<file path="src/rtl/sr_latch_monitor_if.sv">
// sr_latch_monitor_if: observation and result signals between an SR latch under test and its monitor
//   master: drives s, r, q, notq, clr; receives model/flag/counter results
//   slave : monitor side; receives latch signals, drives results
interface sr_latch_monitor_if #(parameter int CW = 8);
    logic          s;
    logic          r;
    logic          q;
    logic          notq;
    logic          clr;
    logic          exp_q;
    logic          exp_valid;
    logic          mismatch;
    logic          forbidden;
    logic [CW-1:0] n_set;
    logic [CW-1:0] n_reset;
    logic [CW-1:0] n_err;
    logic [1:0]    state;
    modport master (
        output s, r, q, notq, clr,
        input  exp_q, exp_valid, mismatch, forbidden, n_set, n_reset, n_err, state
    );
    modport slave (
        input  s, r, q, notq, clr,
        output exp_q, exp_valid, mismatch, forbidden, n_set, n_reset, n_err, state
    );
endinterface

</file>
<file path="src/rtl/sr_latch_monitor.sv">
// sr_latch_monitor: reference model and checker for an SR latch observed through synchronizers
//   clk   : clock, rising edge
//   rst_n : asynchronous active-low reset
//   bus   : slave modport; s/r/q/notq/clr in, exp_q/exp_valid/mismatch/forbidden,
//           n_set/n_reset/n_err (saturating) and state (0 UNKNOWN,1 SETTLE,2 CHECK,3 FORBID) out
module sr_latch_monitor #(
    parameter int SETTLE_CYCLES = 2,
    parameter int CW            = 8
) (
    input logic             clk,
    input logic             rst_n,
    sr_latch_monitor_if.slave bus
);
    typedef enum logic [1:0] {UNKNOWN, SETTLE, CHECK, FORBID} state_t;
    localparam int SW = $clog2(SETTLE_CYCLES + 1);
    state_t        st;
    logic [1:0]    s_sync, r_sync, q_sync, nq_sync, p_prev;
    logic [SW-1:0] cnt;
    logic          exp_q, mismatch, in_ep;
    logic [CW-1:0] n_set, n_reset, n_err;
    logic [1:0]    p;
    logic          ev, chk_fail;
    assign p  = {s_sync[1], r_sync[1]};
    assign ev = p != p_prev;
    // q/notq travel through the same synchronizer depth as s/r, so on an event cycle
    // they may already show the new drive; comparing only on quiet cycles avoids false hits
    assign chk_fail = st == CHECK && !ev && (q_sync[1] != exp_q || nq_sync[1] != ~exp_q);
    always_ff @(posedge clk or negedge rst_n) begin
        if (!rst_n) begin
            st       <= UNKNOWN;
            s_sync   <= '0;
            r_sync   <= '0;
            q_sync   <= '0;
            nq_sync  <= '0;
            p_prev   <= '0;
            cnt      <= '0;
            exp_q    <= 1'b0;
            mismatch <= 1'b0;
            in_ep    <= 1'b0;
            n_set    <= '0;
            n_reset  <= '0;
            n_err    <= '0;
        end else begin
            s_sync  <= {s_sync[0], bus.s};
            r_sync  <= {r_sync[0], bus.r};
            q_sync  <= {q_sync[0], bus.q};
            nq_sync <= {nq_sync[0], bus.notq};
            p_prev  <= p;
            if (ev) begin
                if (p == 2'b11)
                    st <= FORBID;
                else if (p != 2'b00 || st == SETTLE || st == CHECK) begin
                    st  <= SETTLE;
                    cnt <= SW'(SETTLE_CYCLES);
                    if (p != 2'b00)
                        exp_q <= p[1];
                end else
                    st <= UNKNOWN;
            end else if (st == SETTLE) begin
                cnt <= cnt - 1'b1;
                if (cnt == SW'(1))
                    st <= CHECK;
            end
            if (ev && p == 2'b10 && n_set != '1)
                n_set <= n_set + 1'b1;
            if (ev && p == 2'b01 && n_reset != '1)
                n_reset <= n_reset + 1'b1;
            // one error per contiguous run of failing compares
            in_ep <= chk_fail;
            if (chk_fail && !in_ep) begin
                mismatch <= 1'b1;
                if (n_err != '1)
                    n_err <= n_err + 1'b1;
            end
            if (bus.clr) begin
                n_set    <= '0;
                n_reset  <= '0;
                n_err    <= '0;
                mismatch <= 1'b0;
            end
        end
    end
    assign bus.exp_q     = exp_q;
    assign bus.exp_valid = st == SETTLE || st == CHECK;
    assign bus.forbidden = st == FORBID;
    assign bus.mismatch  = mismatch;
    assign bus.n_set     = n_set;
    assign bus.n_reset   = n_reset;
    assign bus.n_err     = n_err;
    assign bus.state     = st;
endmodule
</file>
<file path="src/flat_wrapper.sv">
// flat-port wrapper written by rule: the top's interface ports become plain ports
module sr_latch_monitor_flat 
#(
    parameter int SETTLE_CYCLES = 2,
    parameter int CW            = 8
)
  (clk, rst_n, bus_s, bus_r, bus_q, bus_notq, bus_clr, bus_exp_q, bus_exp_valid, bus_mismatch, bus_forbidden, bus_n_set, bus_n_reset, bus_n_err, bus_state);
  sr_latch_monitor_if #(.CW(CW)) bus_i ();
  input logic clk;
  input logic rst_n;
  input wire logic [$bits(bus_i.s)-1:0] bus_s;
  input wire logic [$bits(bus_i.r)-1:0] bus_r;
  input wire logic [$bits(bus_i.q)-1:0] bus_q;
  input wire logic [$bits(bus_i.notq)-1:0] bus_notq;
  input wire logic [$bits(bus_i.clr)-1:0] bus_clr;
  output wire logic [$bits(bus_i.exp_q)-1:0] bus_exp_q;
  output wire logic [$bits(bus_i.exp_valid)-1:0] bus_exp_valid;
  output wire logic [$bits(bus_i.mismatch)-1:0] bus_mismatch;
  output wire logic [$bits(bus_i.forbidden)-1:0] bus_forbidden;
  output wire logic [$bits(bus_i.n_set)-1:0] bus_n_set;
  output wire logic [$bits(bus_i.n_reset)-1:0] bus_n_reset;
  output wire logic [$bits(bus_i.n_err)-1:0] bus_n_err;
  output wire logic [$bits(bus_i.state)-1:0] bus_state;
  assign bus_i.s = bus_s;
  assign bus_i.r = bus_r;
  assign bus_i.q = bus_q;
  assign bus_i.notq = bus_notq;
  assign bus_i.clr = bus_clr;
  assign bus_exp_q = bus_i.exp_q;
  assign bus_exp_valid = bus_i.exp_valid;
  assign bus_mismatch = bus_i.mismatch;
  assign bus_forbidden = bus_i.forbidden;
  assign bus_n_set = bus_i.n_set;
  assign bus_n_reset = bus_i.n_reset;
  assign bus_n_err = bus_i.n_err;
  assign bus_state = bus_i.state;
  sr_latch_monitor #(.SETTLE_CYCLES(SETTLE_CYCLES), .CW(CW)) u_core (.clk(clk), .rst_n(rst_n), .bus(bus_i));
endmodule
</file>
<file path="config.mk">
export PLATFORM = sky130hd
export DESIGN_NAME = sr_latch_monitor_flat
export DESIGN_NICKNAME = d
export VERILOG_FILES = /design/src/rtl/sr_latch_monitor_if.sv /design/src/rtl/sr_latch_monitor.sv /design/src/flat_wrapper.sv
export SDC_FILE = /design/constraint.sdc
export NUM_CORES = 1
export LEC_CHECK = 0
export CORE_ASPECT_RATIO = 2
export CORE_MARGIN = 2
export CORE_UTILIZATION = 55
export DETAILED_ROUTE_END_ITERATION = 8
export DONT_BUFFER_PORTS = 1
export PLACE_DENSITY = 0.82
export SLEW_MARGIN = 30
export SYNTH_ARGS = -nofsm -noshare
export SYNTH_HDL_FRONTEND = slang
export SYNTH_SLANG_ARGS = --single-unit
</file>
<file path="constraint.sdc">
create_clock -name clk -period 2.1 [get_ports clk]
set_clock_uncertainty 0.1 [all_clocks]
set_input_delay 0.42 -clock clk [delete_from_list [all_inputs] [get_ports clk]]
set_output_delay 0.42 -clock clk [all_outputs]
set_load 0.1 [all_outputs]
</file>
# Yosys cells after proc, flatten, opt, wreduce, memory -nomap -nowiden
# Index checks and enable logic that the tools add are counted.
[word_totals]
register_bits = 41
in_bits = 7
output_inout_bits = 30
word_cells = 76
[op_classes]
n_addsub = 4
n_eq_ne = 15
muxes = 18
bitwise = 2
reduce_logical = 24
[ops]
columns = ["op", "count"]
rows = [
  ["$mux W8", 7],
  ["$add A8 B1 Y8 const B", 3],
  ["$ne A8 B8 Y1 const B", 3],
  ["$mux W2", 8],
  ["$reduce_bool A2 Y1", 7],
  ["$eq A2 B2 Y1 const B", 4],
  ["$logic_and A1 B1 Y1", 7],
  ["$eq A2 B1 Y1 const B", 3],
  ["$logic_or A1 B1 Y1", 4],
  ["$ne A2 B2 Y1 const B", 2],
  ["$reduce_and A2 Y1", 2],
  ["$reduce_and A4 Y1", 1],
  ["$mux W1", 3],
  ["$reduce_and A3 Y1", 1],
  ["$logic_not A1 Y1", 2],
  ["$ne A1 B1 Y1", 2],
  ["$ne A2 B2 Y1", 1],
  ["$not A1 Y1", 2],
  ["$sub A2 B1 Y2 const B", 1],
]

# Depth between registers and ports, before layout
# Gate-level depths: netlist of the first run.
[logic_depth]
depth_word = 7
depth_mapped = 7
mapped_depth_nobuf = 6

# Worst setup path before layout of the first run
# Ideal clock, no wire load.
[synth_timing]
kind = "flip-flop to flip-flop"
from = "reg u_core.st[1] (netlist: u_core.bus.state[1])"
to = "reg u_core.n_err[5] (netlist: u_core.bus.n_err[5])"
setup_ns = 0.078
t_arrival_ns = 2.631
t_required_ns = 1.922
slack_ns = -0.709
stages_incl_launch_ff = 7
n_path_buf = 1
period_less_slack_ns = 2.809
cell_sequence = "dfrtp_1 ha_1 o221ai_1 or4_4 buf_6 or4_1 a21oi_1"
[synth_via]
elab_chain_cells = 6
[synth_rtl]
columns = ["item", "line_no", "rtl"]
rows = [
  ["start: declaration", "sr_latch_monitor.sv:16", "state_t st;"],
  ["start signal: assignment", "sr_latch_monitor.sv:30", "st <= UNKNOWN;"],
  ["start signal: assignment", "sr_latch_monitor.sv:51", "st <= FORBID;"],
  ["start signal: assignment", "sr_latch_monitor.sv:53", "st <= SETTLE;"],
  ["$eq A2 B2 Y1", "sr_latch_monitor.sv:27", "assign chk_fail = st == CHECK && !ev && (q_sync[1] != exp_q || nq_sync[1] != ~exp_q);"],
  ["$logic_and A1 B1 Y1 (2 in series)", "sr_latch_monitor.sv:27", ""],
  ["$logic_and A1 B1 Y1", "sr_latch_monitor.sv:70", "if (chk_fail && !in_ep) begin"],
  ["$reduce_bool A2 Y1 (no line)", "n/a", ""],
  ["$reduce_and A2 Y1 (no line)", "n/a", ""],
  ["end signal: assignment", "sr_latch_monitor.sv:73", "n_err <= n_err + 1'b1;"],
  ["end: declaration", "sr_latch_monitor.sv:20", "logic [CW-1:0] n_set, n_reset, n_err;"],
]
# Every way passes these cells.
# A chain may end at the register's enable or synchronous reset.

# Final worst setup path of the first run
[layout_timing]
from = "reg u_core.n_err[1] (netlist: u_core.bus.n_err[1])"
to = "reg u_core.n_err[3] (netlist: u_core.bus.n_err[3])"
[layout_via]
elab_chain_cells = 4
word_cells_on_any_way = 7
classes_between = "1 x add/sub; 1 x eq/ne; 3 x mux; 2 x reduce/logical"
[layout_rtl]
columns = ["item", "line_no", "rtl"]
rows = [
  ["$add A8 B1 Y8", "sr_latch_monitor.sv:73", ""],
  ["$mux W8", "sr_latch_monitor.sv:72", "if (n_err != '1)"],
  ["$mux W8", "sr_latch_monitor.sv:70", ""],
  ["$mux W8", "sr_latch_monitor.sv:75", "if (bus.clr) begin"],
]
# Several ways; a longest one is shown, not always the timed one. The select of a mux whose other input is x is not followed.

==> results.md, run 1 <==
* Die width at about 46 um
* Clock Root Buffer: clkbuf_8
* Worst Hold Path EP: u_core.r_sync[0]
* Cell area after layout at 2500 sq um
* Final Max Tran Viols at 0
* Number of synthesized flops with an enable pin at 0
* Hold Crit Depth at 0
* Largest fanout on the critical path at 5
* IO Port Bufs at 0
* Max-Cap Viols at 0
* Sum Neg Setup Slack at -283 ps
* Initial antenna violation count at 0
* RR Endpoint: u_core.bus.n_err[3]
* R2R depth at 5
* CP arrival at about 2300 ps
* Yosys cell types at between 40 and 50
* Clock transition at the registers of the reported paths at 80 ps
* Share of the synthesized area in the top cell type at between 50% and 60%
* Most frequent cells after synthesis: 41 x dfrtp_1, 16 x nor2_1, 15 x nand2_1
* Area contributors post-synth: dfrtp_1 53%, ha_1 4.5%, a21oi_1 3.3%
* Drc violations at 0
* Fin nets at roughly 240
* Crit Path Category: flip-flop to flip-flop
* Starting Density at between 50% and 60%
* Clock sink total at 41
* Synth async-reset ratio at between 90% and 100%
* Post-route ant nets at 0
* Startpoint Class: flip-flop
* Count leader, synth: dfrtp_1
* Setup-failing EPs final at 4
* Worst skew pair latency at just under 300 ps
* Syn_area_per_cell at 10.6 sq um
* Flops & latches, synth at 41
* Final setup margin at -88.0 ps
* Post-synth net total at just under 200
* Unrepaired setup endpoints after global routing: yes
* Post-Route Utilization at approximately three quarters
* CP endpoint kind: flip-flop
* CTS tree: done
* # diodes at 0
* Final WL at ~4500 um
* Synth Flop Type: dfrtp_1
* Hold WC Path Type: input port to flip-flop
* Detailed-route via count at around 1.6k
* F_max at around 460 MHz
* Status: finished, violations left
* R2R setup slack at -90 ps
* Setup WS pre-CTS at -82.7 ps
* Filler Cell Count at approximately 220
* Total gr overflow at 0
* Largest area contributor in the netlist: dfrtp_1
* Seq/Total Area, Yosys at between 50% and 60%
* DRT Pass-1 Iters at 4
* Worst-margin pin slew at 649 ps
* Fin. Hold Viols at 0
* Req. time, crit path at ~2200 ps
* Pwr Density at 741 nW/um^2
* Synth Warn # at 0
* Vias per cell at a little over 6
* Cts bufs inserted at 5
* H-tree depth at 2
* Share of layout cells above drive strength 1 at a little over a third
* Initial DRC count at 24
* Die height at 88.1 um
* Beginning of the worst hold path: bus_r
* Dpl hpwl at approximately 3300 um
* Total power at 1.85 mW
* Row cnt at 30
* Vias in the first global route at about 1.8k
* GRT Util Overall at approximately a quarter
* Final period utilization at 104%
* Failing checks: negative setup slack
* IO Pins at 37
* Mapped Cells at roughly 180
* First-pass GRT wire length at between 7000 and 8000 um
* Die ar. at roughly 4100 sq um
* Placer congestion estimate at between 0.8 and 0.9
* Period minus WS final at 2190 ps
* Slew headroom at a little under three fifths
* Wire per inst at ~17 um
* Leak at 1.10 nW
* Largest net degree at the start of global routing at 42
* FF-to-FF Start: u_core.bus.n_err[1]
* Layout Area Growth over Synthesis at 28.7%
* Placed Area at approximately 2300 sq um
* Post-Syn Area at approximately 1900 sq um
* CORE AREA at ~3400 sq um
* Clock Path Buffers at 2
* Worst VDD drop at 697 uV
## flip-flops by register name (all words and copies together), names as in the netlist
signal and count:
u_core.nq_sync 2, u_core.r_sync 2, u_core.cnt 2, u_core.q_sync 2, u_core.bus.n_set 8, u_core.bus.state 2
u_core.in_ep 1, u_core.p_prev 2, u_core.bus.n_err 8, u_core.s_sync 2, u_core.bus.exp_q 1, u_core.bus.n_reset 8
u_core.bus.mismatch 1
## repair_timing
action | in CTS | in global routing
pin swaps | 0 | 0
endpoints found under the setup margin | 3 | 5
setup buffers | 1 | 0
gates resized for setup | 2 | 2
gates cloned | 0 | 0
endpoints found under the hold margin | 41 | 0
hold buffers | 2 | 0
## cell usage in the layout (no fill, tap or decap), types with 2 or more instances in the layout
cell type / n
mux2i_1: 3
xor2_1: 3
o21ai_0: 8
dfrtp_1: 20
and4_1: 4
buf_4: 38
nor2_1: 16
and2_1: 2
or3_1: 4
ha_1: 5
a211oi_1: 2
nand2b_1: 4
nand2_1: 15
dfrtp_2: 13
o211a_1: 2
a21oi_2: 3
a21oi_1: 10
buf_12: 2
clkbuf_8: 6
nand3_1: 10
dfrtp_4: 8
ha_4: 2
nor3_1: 8
inv_1: 8
xnor2_1: 5
nand3b_1: 3
## power by group
| part | leakage, nW | total, mW | switching, mW | internal [mW] |
|---|---|---|---|---|
| Combinational | 0.544 | 0.350 | 0.249 | 0.101 |
| Clock | 0.0585 | 0.648 | 0.260 | 0.387 |
| Sequential | 0.502 | 0.855 | 0.0277 | 0.827 |
| Total | 1.10 | 1.85 | 0.537 | 1.32 |
## how the worst max path moves through the flow
stage	slack [ps]	to	cells after the start	start
after CTS	-90	u_core.bus.n_err[3]	5	u_core.bus.n_err[1]
after floorplan	-230	u_core.bus.n_err[5]	6	u_core.bus.n_err[1]
after global placement	-4	u_core.bus.n_err[3]	5	u_core.bus.n_err[1]
after global routing	-140	u_core.bus.n_err[3]	5	u_core.bus.n_err[1]
final	-90	u_core.bus.n_err[3]	5	u_core.bus.n_err[1]
after detailed placement	-80	u_core.bus.n_err[3]	5	u_core.bus.n_err[1]
## kinds of logic after synthesis
logic type | share of synthesized area (%)
buffers and inverters | 3.48
AND/OR/NAND/NOR | 21.1
AO/OA/AOI/OAI | 10.2
flip-flops | 52.8
adder cells (fa/ha/maj) | 4.51
multiplexers | 2.12
XOR/XNOR | 5.86
## routing by layer
layer | GRT usage, % | up-vias | wire length, um
met4 | 13.2 | 0 | 131
met1 | 23.8 | 790 | 1560
met2 | 46.6 | 47 | 2630
met3 | 5.36 | 15 | 186
met5 | 0 | - | 0
li1 | - | 738 | -
## critical path, cell delays in order (launching register included)
cell     delay [ps]
dfrtp_4         490
ha_4            170
and4_1          200
or4_4           520
or4b_4          510
a21oi_2         130
## stage by stage
| stage | std cells | hold slack, ps |
|---|---|---|
| after floorplan | 184 | 24.4 |
| after global placement | 249 | 25.2 |
| after detailed placement | 249 | 25.3 |
| after CTS | 260 | 45.8 |
| after global routing | 260 | 34.0 |
| final | 260 | 55.2 |
## final cells by class
| cell class | instances | area (sq um) | area share [%] |
|---|---|---|---|
| timing repair buffer | 41 | 335 | 13.4 |
| clock buffer | 7 | 86.3 | 3.45 |
| tap | 32 | 40.0 | 1.60 |
| inverter | 9 | 33.8 | 1.35 |
| sequential | 41 | 1070 | 42.9 |
| clock inverter | 1 | 30.0 | 1.20 |
| multi-input combinational | 129 | 902 | 36.1 |
Power figures use the tool's default switching activity.
==> run 2: changes to the inputs <==
Settings changed: CORE_MARGIN 2 to not set, CTS_BUF_LIST set to sky130_fd_sc_hd__clkbuf_2, GPL_ROUTABILITY_DRIVEN set to 1.
==> results.md, run 2 (synthesis results as in run 1) <==
* First-pass GRT wire length at just over 7000 um
* IO Pins at 37
* Setup WS pre-CTS at -60.2 ps
* Dpl hpwl at about 3200 um
* Fin nets at 250
* CORE AREA at 3380 sq um
* Period minus WS final at 2220 ps
* Placed insts at 250
* Hold Crit Depth at 1
* Beginning of the worst hold path: bus_clr
* GRT Util Overall at about a quarter
* Clock Root Buffer: clkbuf_2
* Largest fanout on the critical path at 5
* Crit path max-delay family: simple AND/OR/NAND/NOR gates
* Final period utilization at 106%
* Share of layout cells above drive strength 1 at 41.4%
* Setup-failing EPs final at 4
* Placer congestion estimate at around 0.76
* CP arrival at between 2000 and 2500 ps
* DRT Pass-1 Iters at 9
* Initial DRC count at 80
* CTS Hold Bufs at 10
* Layout Area Growth over Synthesis at 35.7%
* Detailed-route via count at approximately 1.7k
* Commonest non-fill, non-tap cell in the layout: buf_4
* Cts bufs inserted at 5
* Total power at around 1.6 mW
* Fin. Hold Viols at 18
* R2R setup slack at -120 ps
* H-tree depth at 2
* Wire per inst at between 15 and 20 um
* Worst-margin pin slew at slightly below 500 ps
* CP bufs+invs at 1
* CP dominant cell by count: and4_1
* Vias per cell at slightly above 6
* Clock Path Buffers at 2
* Total gr overflow at 0
* Final WL at 4940 um
* Startpoint Class: flip-flop
* Clock sink total at 41
* F_max at roughly 450 MHz
* Clock transition at the registers of the reported paths at between 200 and 250 ps
* Leak at 1.16 nW
* CP endpoint kind: flip-flop
* Max-Cap Viols at 0
* Largest stage delay, worst path at approximately 530 ps
* Req. time, crit path at between 2000 and 2500 ps
* Die width at approximately 44 um
* Crit Path Category: flip-flop to flip-flop
* Starting Density at 57.5%
* Worst VDD drop at ~450 uV
* Worst skew pair latency at about 400 ps
* Hold WC Path Type: input port to flip-flop
* Row cnt at 30
* Final Max Tran Viols at 0
* Initial antenna violation count at 0
* Worst Hold Margin at -57.8 ps
* Die height at about 86 um
* Post-route insts no fill at approximately 270
* Final setup margin at -121 ps
* Drc violations at 1
* Die ar. at 3790 sq um
* Vias in the first global route at 1688
* FF-to-FF Start: u_core.bus.n_err[4]
* Pwr Density at around 600 nW/um^2
* Most frequent cells in the layout: 35 x buf_4, 18 x dfrtp_1, 15 x nand2_1, 15 x nor2_1, 15 x dfrtp_2
* Post-route ant nets at 0
* Slew headroom at 67.3%
* Crit-path slowest cell: or4_4
* Status: finished, violations left
* # diodes at 0
* Top flop regs: u_core.bus.n_err x8, u_core.bus.n_reset x8, u_core.bus.n_set x8
* Unrepaired setup endpoints after global routing: yes
* R2R depth at 6
* IO Port Bufs at 0
* Failing checks: design-rule violations, negative hold slack, negative setup slack
* RR Endpoint: u_core.bus.n_err[4]
* Crit-path cells: and4_1, and4_1, or4_4, buf_4, or3_4, a21oi_2
* Largest net degree at the start of global routing at between 40 and 50
* Worst Hold Path EP: u_core.bus.n_err[5]
* CTS tree: done
run 2: changes by cell type in the layout (fill, tap and decap cells not counted), moves of 3 or more:
cell,delta
buf_12,+3
buf_4,-3
clkbuf_2,+7
clkbuf_8,-6
dlygate4sd3_1,+8
run 2: timing repair:
action                     CTS  global route
setup buffers                0             1
resized for setup            5            26
hold endpoints to repair    67            18
pin swaps                    0             1
setup endpoints to repair    5             9
run 2: stage by stage:
step | TNS, ps | util (%) | hold slack (ps) | cell area, sq um
2_1_floorplan | -820 | - | 24.4 | 2030
3_3_place_gp | 0 | 69.2 | 25.2 | 2340
3_5_place_dp | -110 | 69.2 | 25.1 | 2340
4_1_cts | -211 | 74.2 | -77.6 | 2510
5_1_grt | -570 | 78.1 | -98.3 | 2640
6_report | -371 | 78.1 | -57.8 | 2640
run 2: final cells by class:
type	count	area, sq um
Clock inverter	1	3.75
Inverter	9	33.8
Clock buffer	7	35.0
Timing Repair Buffer	50	464
Tap cell	32	40.0
Multi-Input combinational cell	129	986
Fill cell	205	741
Sequential cell	41	1070
run 2: worst register-to-register path: stages (launching register included):
cell,delay (ps)
dfrtp_4,520
and4_1,210
and4_1,150
or4_4,530
buf_4,170
or3_4,340
a21oi_2,140
run 2: power by group:
group | internal [mW] | total [mW] | switching [mW] | leakage (nW)
Combinational | 0.138 | 0.395 | 0.258 | 0.628
Clock | 0.0893 | 0.332 | 0.242 | 0.0306
Sequential | 0.829 | 0.862 | 0.0338 | 0.500
run 2: layer usage:
metal,vias to the layer above,part of all wire [%],track usage (%)
met5,-,0,0
met4,0,3.8,9.09
li1,753,-,-
met3,16,3.1,5.26
met1,829,34,25.6
met2,52,59,48.7
run 2: worst max path at each step:
stage	to	cells after the start	from
floorplan	u_core.bus.n_err[5]	6	u_core.bus.n_err[1]
global placement	u_core.bus.n_err[3]	5	u_core.bus.n_err[1]
detailed placement	u_core.bus.n_err[4]	6	u_core.bus.n_err[1]
CTS	u_core.bus.n_err[3]	5	u_core.bus.n_err[4]
global route	u_core.bus.n_err[3]	5	u_core.bus.n_err[4]
finish	u_core.bus.n_err[4]	6	u_core.bus.n_err[4]
